## config.mk

```make
export PLATFORM = sky130hd
export DESIGN_NAME = fetch_queue_flat
export DESIGN_NICKNAME = d
export VERILOG_FILES = /design/src/rtl/fetch_queue_pkg.sv /design/src/rtl/fetch_queue_if.sv /design/src/rtl/fetch_queue_counter.sv /design/src/rtl/fetch_queue.sv /design/src/flat_wrapper.sv
export SDC_FILE = /design/constraint.sdc
export NUM_CORES = 1
export LEC_CHECK = 0
export ABC_AREA = 1
export BUFFER_PORTS_ARGS = -buffer_cell sky130_fd_sc_hd__clkbuf_2
export CAP_MARGIN = 10
export CORE_MARGIN = 1
export CORE_UTILIZATION = 60
export DETAILED_ROUTE_END_ITERATION = 10
export PLACE_DENSITY = 0.84
export SYNTH_ARGS = -nofsm -noshare
export SYNTH_HDL_FRONTEND = slang
export SYNTH_SLANG_ARGS = --single-unit
export TNS_END_PERCENT = 5
```

## constraint.sdc

```tcl
create_clock -name clk -period 7.2 [get_ports clk]
set_clock_uncertainty 0.1 [all_clocks]
set_input_delay 1.44 -clock clk [delete_from_list [all_inputs] [get_ports clk]]
set_output_delay 1.44 -clock clk [all_outputs]
set_load 0.01 [all_outputs]
```

## src/rtl/fetch_queue_pkg.sv

```systemverilog
// Shared types and default parameters for the fetch-to-decode instruction queue.
package fetch_queue_pkg;

  localparam int unsigned FQ_DEPTH   = 8;
  localparam int unsigned FQ_POP_N   = 2;
  localparam int unsigned FQ_MAX_OUT = 4;
  localparam int unsigned FQ_PC_W    = 32;
  localparam int unsigned FQ_INSTR_W = 32;

  typedef logic [31:0] word_t;

  typedef struct packed {
    word_t pc;
    word_t instr;
  } fetch_entry_t;

endpackage

```

## src/rtl/fetch_queue_if.sv

```systemverilog
// Fetch request/response and decode-side dequeue bundle of the fetch queue.
interface fetch_queue_if
  import fetch_queue_pkg::*;
#(
  parameter int unsigned DEPTH   = FQ_DEPTH,
  parameter int unsigned POP_N   = FQ_POP_N,
  parameter int unsigned PC_W    = FQ_PC_W,
  parameter int unsigned INSTR_W = FQ_INSTR_W
);
  localparam int unsigned CNT_W = $clog2(DEPTH + 1);
  localparam int unsigned DEQ_W = $clog2(POP_N + 1);

  logic                       req_valid;
  logic                       req_ready;
  logic                       resp_valid;
  logic [PC_W-1:0]            resp_pc;
  logic [INSTR_W-1:0]         resp_instr;
  logic [POP_N-1:0]           out_valid;
  logic [POP_N*PC_W-1:0]      out_pc;
  logic [POP_N*INSTR_W-1:0]   out_instr;
  logic [DEQ_W-1:0]           deq_num;
  logic [CNT_W-1:0]           count;

  // Fetch/decode side
  modport master (
    output req_valid, resp_valid, resp_pc, resp_instr, deq_num,
    input  req_ready, out_valid, out_pc, out_instr, count
  );

  // Queue side
  modport slave (
    input  req_valid, resp_valid, resp_pc, resp_instr, deq_num,
    output req_ready, out_valid, out_pc, out_instr, count
  );

endinterface

```

## src/rtl/fetch_queue_counter.sv

```systemverilog
// Up/down counter with synchronous load, used for outstanding and drop tracking.
module fq_counter #(
  parameter int unsigned W = 3
) (
  input  logic         clk,
  input  logic         rst_n,
  input  logic         load,
  input  logic [W-1:0] load_val,
  input  logic         inc,
  input  logic         dec,
  output logic [W-1:0] value
);

  always_ff @(posedge clk or negedge rst_n) begin
    if (!rst_n) begin
      value <= '0;
    end else if (load) begin
      value <= load_val;
    end else begin
      value <= value + W'(inc) - W'(dec);
    end
  end

endmodule

```

## src/rtl/fetch_queue.sv

```systemverilog
// Instruction buffer between fetch and decode; drops responses owed to pre-redirect requests.
module fetch_queue
  import fetch_queue_pkg::*;
#(
  parameter int unsigned DEPTH   = FQ_DEPTH,
  parameter int unsigned POP_N   = FQ_POP_N,
  parameter int unsigned MAX_OUT = FQ_MAX_OUT,
  parameter int unsigned PC_W    = FQ_PC_W,
  parameter int unsigned INSTR_W = FQ_INSTR_W
) (
  input  logic         clk,
  input  logic         resetn,
  input  logic         flush,
  fetch_queue_if.slave bus
);

  localparam int unsigned PTR_W = $clog2(DEPTH);
  localparam int unsigned CNT_W = $clog2(DEPTH + 1);
  localparam int unsigned OUT_W = $clog2(MAX_OUT + 1);
  localparam int unsigned OCC_W = CNT_W + 1;

  logic [PTR_W-1:0]   head;
  logic [PTR_W-1:0]   tail;
  logic [CNT_W-1:0]   count;
  logic [CNT_W-1:0]   count_next;
  logic [OUT_W-1:0]   outstanding;
  logic [OUT_W-1:0]   drop_cnt;
  logic [OCC_W-1:0]   occupancy;
  logic               req_fire;
  logic               push;
  logic               drop;
  logic               ready_c;

  logic [PC_W-1:0]    pc_mem    [DEPTH];
  logic [INSTR_W-1:0] instr_mem [DEPTH];

  logic [POP_N-1:0]         slot_valid;
  logic [POP_N*PC_W-1:0]    slot_pc;
  logic [POP_N*INSTR_W-1:0] slot_instr;

  // Slots already promised to in-flight, non-stale requests count against capacity.
  assign occupancy = OCC_W'(count) + OCC_W'(outstanding) - OCC_W'(drop_cnt);
  assign ready_c   = !flush && (outstanding < OUT_W'(MAX_OUT)) && (occupancy < OCC_W'(DEPTH));
  assign req_fire  = bus.req_valid && ready_c;
  assign push      = bus.resp_valid && (drop_cnt == '0) && !flush;
  assign drop      = bus.resp_valid && (drop_cnt != '0);
  assign count_next = count + CNT_W'(push) - CNT_W'(bus.deq_num);

  fq_counter #(.W(OUT_W)) u_outstanding (
    .clk      (clk),
    .rst_n    (resetn),
    .load     (1'b0),
    .load_val ('0),
    .inc      (req_fire),
    .dec      (bus.resp_valid),
    .value    (outstanding)
  );

  // On redirect, every response still owed (except one arriving now) becomes stale.
  fq_counter #(.W(OUT_W)) u_drop_cnt (
    .clk      (clk),
    .rst_n    (resetn),
    .load     (flush),
    .load_val (outstanding - OUT_W'(bus.resp_valid)),
    .inc      (1'b0),
    .dec      (drop),
    .value    (drop_cnt)
  );

  always_ff @(posedge clk or negedge resetn) begin
    if (!resetn) begin
      head  <= '0;
      tail  <= '0;
      count <= '0;
    end else if (flush) begin
      head  <= '0;
      tail  <= '0;
      count <= '0;
    end else begin
      if (push) tail <= tail + PTR_W'(1);
      head  <= head + PTR_W'(bus.deq_num);
      count <= count_next;
    end
  end

  always_ff @(posedge clk) begin
    if (push) begin
      pc_mem[tail]    <= bus.resp_pc;
      instr_mem[tail] <= bus.resp_instr;
    end
  end

  // Zero-latency read of the POP_N oldest entries.
  always_comb begin
    slot_valid = '0;
    slot_pc    = '0;
    slot_instr = '0;
    for (int unsigned k = 0; k < POP_N; k++) begin
      slot_valid[k]                       = count > CNT_W'(k);
      slot_pc[k*PC_W +: PC_W]             = pc_mem[head + PTR_W'(k)];
      slot_instr[k*INSTR_W +: INSTR_W]    = instr_mem[head + PTR_W'(k)];
    end
  end

  assign bus.req_ready = ready_c;
  assign bus.out_valid = slot_valid;
  assign bus.out_pc    = slot_pc;
  assign bus.out_instr = slot_instr;
  assign bus.count     = count;

  a_resp_owed: assert property (@(posedge clk) disable iff (!resetn)
    bus.resp_valid |-> (outstanding != '0));

  a_deq_legal: assert property (@(posedge clk) disable iff (!resetn)
    CNT_W'(bus.deq_num) <= count);

endmodule

```

## src/flat_wrapper.sv

```systemverilog
// flat-port wrapper written by rule: the top's interface ports become plain ports
module fetch_queue_flat import fetch_queue_pkg::*;
#(
  parameter int unsigned DEPTH   = FQ_DEPTH,
  parameter int unsigned POP_N   = FQ_POP_N,
  parameter int unsigned MAX_OUT = FQ_MAX_OUT,
  parameter int unsigned PC_W    = FQ_PC_W,
  parameter int unsigned INSTR_W = FQ_INSTR_W
)
  (clk, resetn, flush, bus_req_valid, bus_resp_valid, bus_resp_pc, bus_resp_instr, bus_deq_num, bus_req_ready, bus_out_valid, bus_out_pc, bus_out_instr, bus_count);
  fetch_queue_if #(.DEPTH(DEPTH), .POP_N(POP_N), .PC_W(PC_W), .INSTR_W(INSTR_W)) bus_i ();
  input  logic clk;
  input  logic resetn;
  input  logic flush;
  input wire logic [$bits(bus_i.req_valid)-1:0] bus_req_valid;
  input wire logic [$bits(bus_i.resp_valid)-1:0] bus_resp_valid;
  input wire logic [$bits(bus_i.resp_pc)-1:0] bus_resp_pc;
  input wire logic [$bits(bus_i.resp_instr)-1:0] bus_resp_instr;
  input wire logic [$bits(bus_i.deq_num)-1:0] bus_deq_num;
  output wire logic [$bits(bus_i.req_ready)-1:0] bus_req_ready;
  output wire logic [$bits(bus_i.out_valid)-1:0] bus_out_valid;
  output wire logic [$bits(bus_i.out_pc)-1:0] bus_out_pc;
  output wire logic [$bits(bus_i.out_instr)-1:0] bus_out_instr;
  output wire logic [$bits(bus_i.count)-1:0] bus_count;
  assign bus_i.req_valid = bus_req_valid;
  assign bus_i.resp_valid = bus_resp_valid;
  assign bus_i.resp_pc = bus_resp_pc;
  assign bus_i.resp_instr = bus_resp_instr;
  assign bus_i.deq_num = bus_deq_num;
  assign bus_req_ready = bus_i.req_ready;
  assign bus_out_valid = bus_i.out_valid;
  assign bus_out_pc = bus_i.out_pc;
  assign bus_out_instr = bus_i.out_instr;
  assign bus_count = bus_i.count;
  fetch_queue #(.DEPTH(DEPTH), .POP_N(POP_N), .MAX_OUT(MAX_OUT), .PC_W(PC_W), .INSTR_W(INSTR_W)) u_core (.clk(clk), .resetn(resetn), .flush(flush), .bus(bus_i));
endmodule
```

==> flow_summary.yaml <==
flow_run:
  drv.max_cap_violation_count: 0
critical_path:
  rrSetupSlack_ps: 3860
  critical-path-top-delay-family: "buffers and inverters"
  timing.critical_path.required_ps: 5660
  critPathCapture: "bus_out_pc[58]"
  cells_along_the_critical_path: "ha_4 -> buf_4 -> o21ai_0 -> o21ai_1 -> o21a_1 -> clkbuf_2"
  rr_worst_depth: 18
  worst-endpoint-arrival_ps: 4240
  critPathCaptureType: "output pin"
  origin_of_the_worst_setup_path: "u_core.head[1]$_DFF_PN0_"
  crit-reg2reg-launch: "u_core.bus.count[1]$_DFF_PN0_"
  setup.worst_path.start_class: "flip-flop"
  critPathSlowestCell: "sky130_fd_sc_hd__dfrtp_4"
  max_stage_delay_ps: 1100
  classification_of_the_worst_setup_path: "flip-flop to output pin"
  r2r_end: "u_core.u_outstanding.value[2]$_DFF_PN0_"
  buf_inv_on_cp: 2
  timing.critical_path.depth: 6
  critical_path.max_fanout: 93
yosys:
  syn-cell-area_sq_um: 25600
  post-synth-top-count-cell: "sky130_fd_sc_hd__edfxtp_1"
  synth-edff-count: 512
  ys_seq_area_share_pct: 61.5
  yosys.area.top_type: "sky130_fd_sc_hd__edfxtp_1"
  netlist.area_leader.share_pct: 60.0
  synthTopCellsByCount: "sky130_fd_sc_hd__edfxtp_1 (512), sky130_fd_sc_hd__o21ai_0 (461), sky130_fd_sc_hd__nor2_1 (337)"
  synth.avg_cell_area_sq_um: 9.91
  synth_cell_type_count: 29
  postSynthRegisterBits: 528
  syn_inst: 2586
  syn-num-nets: 2682
  synth-main-ff-cell: "sky130_fd_sc_hd__edfxtp_1"
  postSynth.asyncResetShare_pct: 3.03
  synth-warning-count: 0
  synthTopCellsByArea: "sky130_fd_sc_hd__edfxtp_1 (60%), sky130_fd_sc_hd__o21ai_0 (9.0%), sky130_fd_sc_hd__nor2_1 (4.9%)"
clock_network:
  cts_tree: "yes"
  clk_path_buf_depth: 3
  inserted_clock_buffers: 51
  cts_max_level: 2
  clk_pin_slew_worst_paths_ps: 60
  post_cts.repair.setup_buffers: 0
  cts_root_buf: "sky130_fd_sc_hd__clkbuf_16"
  cts_resized: 0
  clk-insertion-delay-late_ps: 580
  cts_hold_buf: 0
  cts_num_sinks: 528
final_layout:
  drive_above_1_share_pct: 11.9
  syn2layout_area_growth_pct: 10.2
  nFillCells: 2973
  sequential_cell_area_sq_um: 15800
  multiInputGateArea_sq_um: 8340
  finish.cell_count_without_fillers: 3258
  design.final.nets: 2771
global_routing:
  grt_antenna_before_repair: 2
  globalRouteOverflowTotal: 0
  grt_use_total_pct: 29.2
  grt_start_max_net_pins: 316
  grt_first_pass_wirelength_um: 99600
  vias_in_the_first_global_route: 19400
worst_hold_path:
  timing.hold.worst.class: "flip-flop to flip-flop"
pwr:
  p_sw_share_pct: 31.9
  totalPowerFinal_mw: 8.20
  vdd.ir_drop.worst_mv: 0.297
  seq_power_share_pct: 42.9
  share_comb_of_total_power_pct: 27.1
  switch_pwr_mw: 2.61
  pwr_density_cell_nw_per_um2: 291
  p_int_mw: 5.59
  leakagePower_nw: 10.3
  clock_power_share_pct: 30.1
sta:
  clock_period_minus_final_worst_setup_slack_ps: 5780
  timing.final.crit_share_pct: 80.2
  setup-tns-final_ps: 0
  finalSetupViolCount: 0
  achievable-frequency_mhz: 173
  timing_max_transition_violations_final: 0
  rsz0062_at_grt: "no"
  worst_case_headroom_to_the_max_slew_limit_pct: 4.24
  hold_viol_final: 0
  worst_pin_slew_ps: 1440
drt:
  detailroute.via_count: 20300
  first_iter_violations: 2587
  drt_drc_violations_left: 0
  routedWlPerCell_um: 20.0
  first_pass_iters: 7
  ant_nets: 0
  number_of_vias_per_cell: 6.22
  drt_wl_total_um: 65000
place:
  place_inst: 3161
  gp_congestion: 0.784
  detailed_place_hpwl_um: 35800
  place.port_buffers: 205
run_status:
  run_status: "finished, final reports clean"
floorplanning:
  floorplan.core_area_sq_um: 42000
  placement_rows: 75
  floorplan.die.width_um: 209
  die_y_um: 209
  io_pins: 206
  die_area_sq_um: 43600
  initial_core_utilization_pct: 61.0
==> flip-flops by register name, indices dropped and copies added (netlist names) <==
| register | cells |
|---|---|
| u_core.pc_mem | 256 |
| u_core.u_outstanding.value | 3 |
| u_core.tail | 3 |
| u_core.u_drop_cnt.value | 3 |
| u_core.bus.count | 4 |
| u_core.instr_mem | 256 |
| u_core.head | 3 |
==> routing by layer <==
layer	wire length, um	track usage (%)	up-vias
met5	7	0	-
met4	2340	14.2	2
met3	6500	4.52	196
met2	31900	48.9	1220
met1	24300	37.3	9543
li1	-	-	9309
==> worst min-delay path: stages, from the launching register on <==
cell and delay, ps:
sky130_fd_sc_hd__dfrtp_1 390, sky130_fd_sc_hd__nand3_1 90, sky130_fd_sc_hd__nand2_1 70
==> cells by family (layout without fill, tap and decap cells) <==
logic type,after synthesis,after routing,share of synthesized area [%]
buf+inv,364,495,6.23
compound gates,1034,1034,21.0
flops,528,528,61.5
mux,2,2,0.0781
simple gates,626,626,9.56
other cells,0,2,0
fa+ha+maj,25,25,1.37
xor+xnor,7,7,0.239
==> cells in the final DEF, fill, tap and decap left out, types with 4 or more instances in the layout <==
| cell | n |
|---|---|
| sky130_fd_sc_hd__clkbuf_16 | 53 |
| sky130_fd_sc_hd__nand3_1 | 70 |
| sky130_fd_sc_hd__clkinv_2 | 9 |
| sky130_fd_sc_hd__nand2_1 | 211 |
| sky130_fd_sc_hd__o21ai_1 | 245 |
| sky130_fd_sc_hd__o21a_1 | 64 |
| sky130_fd_sc_hd__clkbuf_2 | 205 |
| sky130_fd_sc_hd__a21oi_1 | 251 |
| sky130_fd_sc_hd__ha_1 | 19 |
| sky130_fd_sc_hd__nor2_1 | 333 |
| sky130_fd_sc_hd__dfrtp_1 | 13 |
| sky130_fd_sc_hd__o21ai_0 | 461 |
| sky130_fd_sc_hd__inv_1 | 164 |
| sky130_fd_sc_hd__edfxtp_1 | 512 |
| sky130_fd_sc_hd__a21oi_2 | 10 |
| sky130_fd_sc_hd__nor3_2 | 4 |
| sky130_fd_sc_hd__fa_1 | 5 |
| sky130_fd_sc_hd__buf_4 | 25 |
| sky130_fd_sc_hd__clkinv_1 | 14 |
| sky130_fd_sc_hd__clkbuf_1 | 17 |
| sky130_fd_sc_hd__nor2_4 | 4 |
==> power by group through the flow <==
| stage | Clock (mW) | Combinational (mW) | Sequential [mW] |
|---|---|---|---|
| 6_report | 2.47 | 2.22 | 3.52 |
| 3_5_place_dp | 0 | 2.18 | 3.58 |
| 4_1_cts | 2.50 | 2.20 | 3.52 |
| 2_1_floorplan | 0 | 1.51 | 3.54 |
| 5_1_grt | 2.60 | 2.45 | 3.53 |
| 3_3_place_gp | 0 | 2.08 | 3.58 |
==> how the worst min path moves through the flow <==
| stage | from | endpoint | slack [ps] | cells past startpoint |
|---|---|---|---|---|
| 6_report | u_core.tail[0]$_DFFE_PN0P_ | u_core.tail[0]$_DFFE_PN0P_ | 480 | 2 |
| 5_1_grt | u_core.u_outstanding.value[0]$_DFF_PN0_ | u_core.u_outstanding.value[0]$_DFF_PN0_ | 510 | 1 |
| 4_1_cts | u_core.tail[0]$_DFFE_PN0P_ | u_core.tail[0]$_DFFE_PN0P_ | 490 | 2 |
| 3_5_place_dp | u_core.tail[0]$_DFFE_PN0P_ | u_core.tail[0]$_DFFE_PN0P_ | 470 | 2 |
| 3_3_place_gp | u_core.tail[0]$_DFFE_PN0P_ | u_core.tail[0]$_DFFE_PN0P_ | 450 | 2 |
| 2_1_floorplan | u_core.u_outstanding.value[0]$_DFF_PN0_ | u_core.u_outstanding.value[0]$_DFF_PN0_ | 420 | 1 |
==> layout make-up <==
class	count	share of cell area, %
Tap cell	539	2.39
Antenna cell	2	0.0177
Inverter	167	2.26
Clock buffer	70	4.92
Multi-Input combinational cell	1694	29.5
Timing Repair Buffer	233	4.51
Sequential cell	528	55.9
Clock inverter	25	0.478
==> stage by stage <==
| stage | util, % | setup WS (ps) | area (sq um) | hold WS (ps) |
|---|---|---|---|---|
| 3_5_place_dp | 63.5 | 2120 | 26700 | 470 |
| 3_3_place_gp | 63.5 | 2220 | 26700 | 448 |
| 6_report | 67.2 | 1420 | 28200 | 480 |
| 5_1_grt | 67.2 | 1210 | 28200 | 506 |
| 2_1_floorplan | - | 218 | 25600 | 423 |
| 4_1_cts | 67.2 | 1490 | 28200 | 486 |
Note: power is estimated with default switching activity, not from simulation.
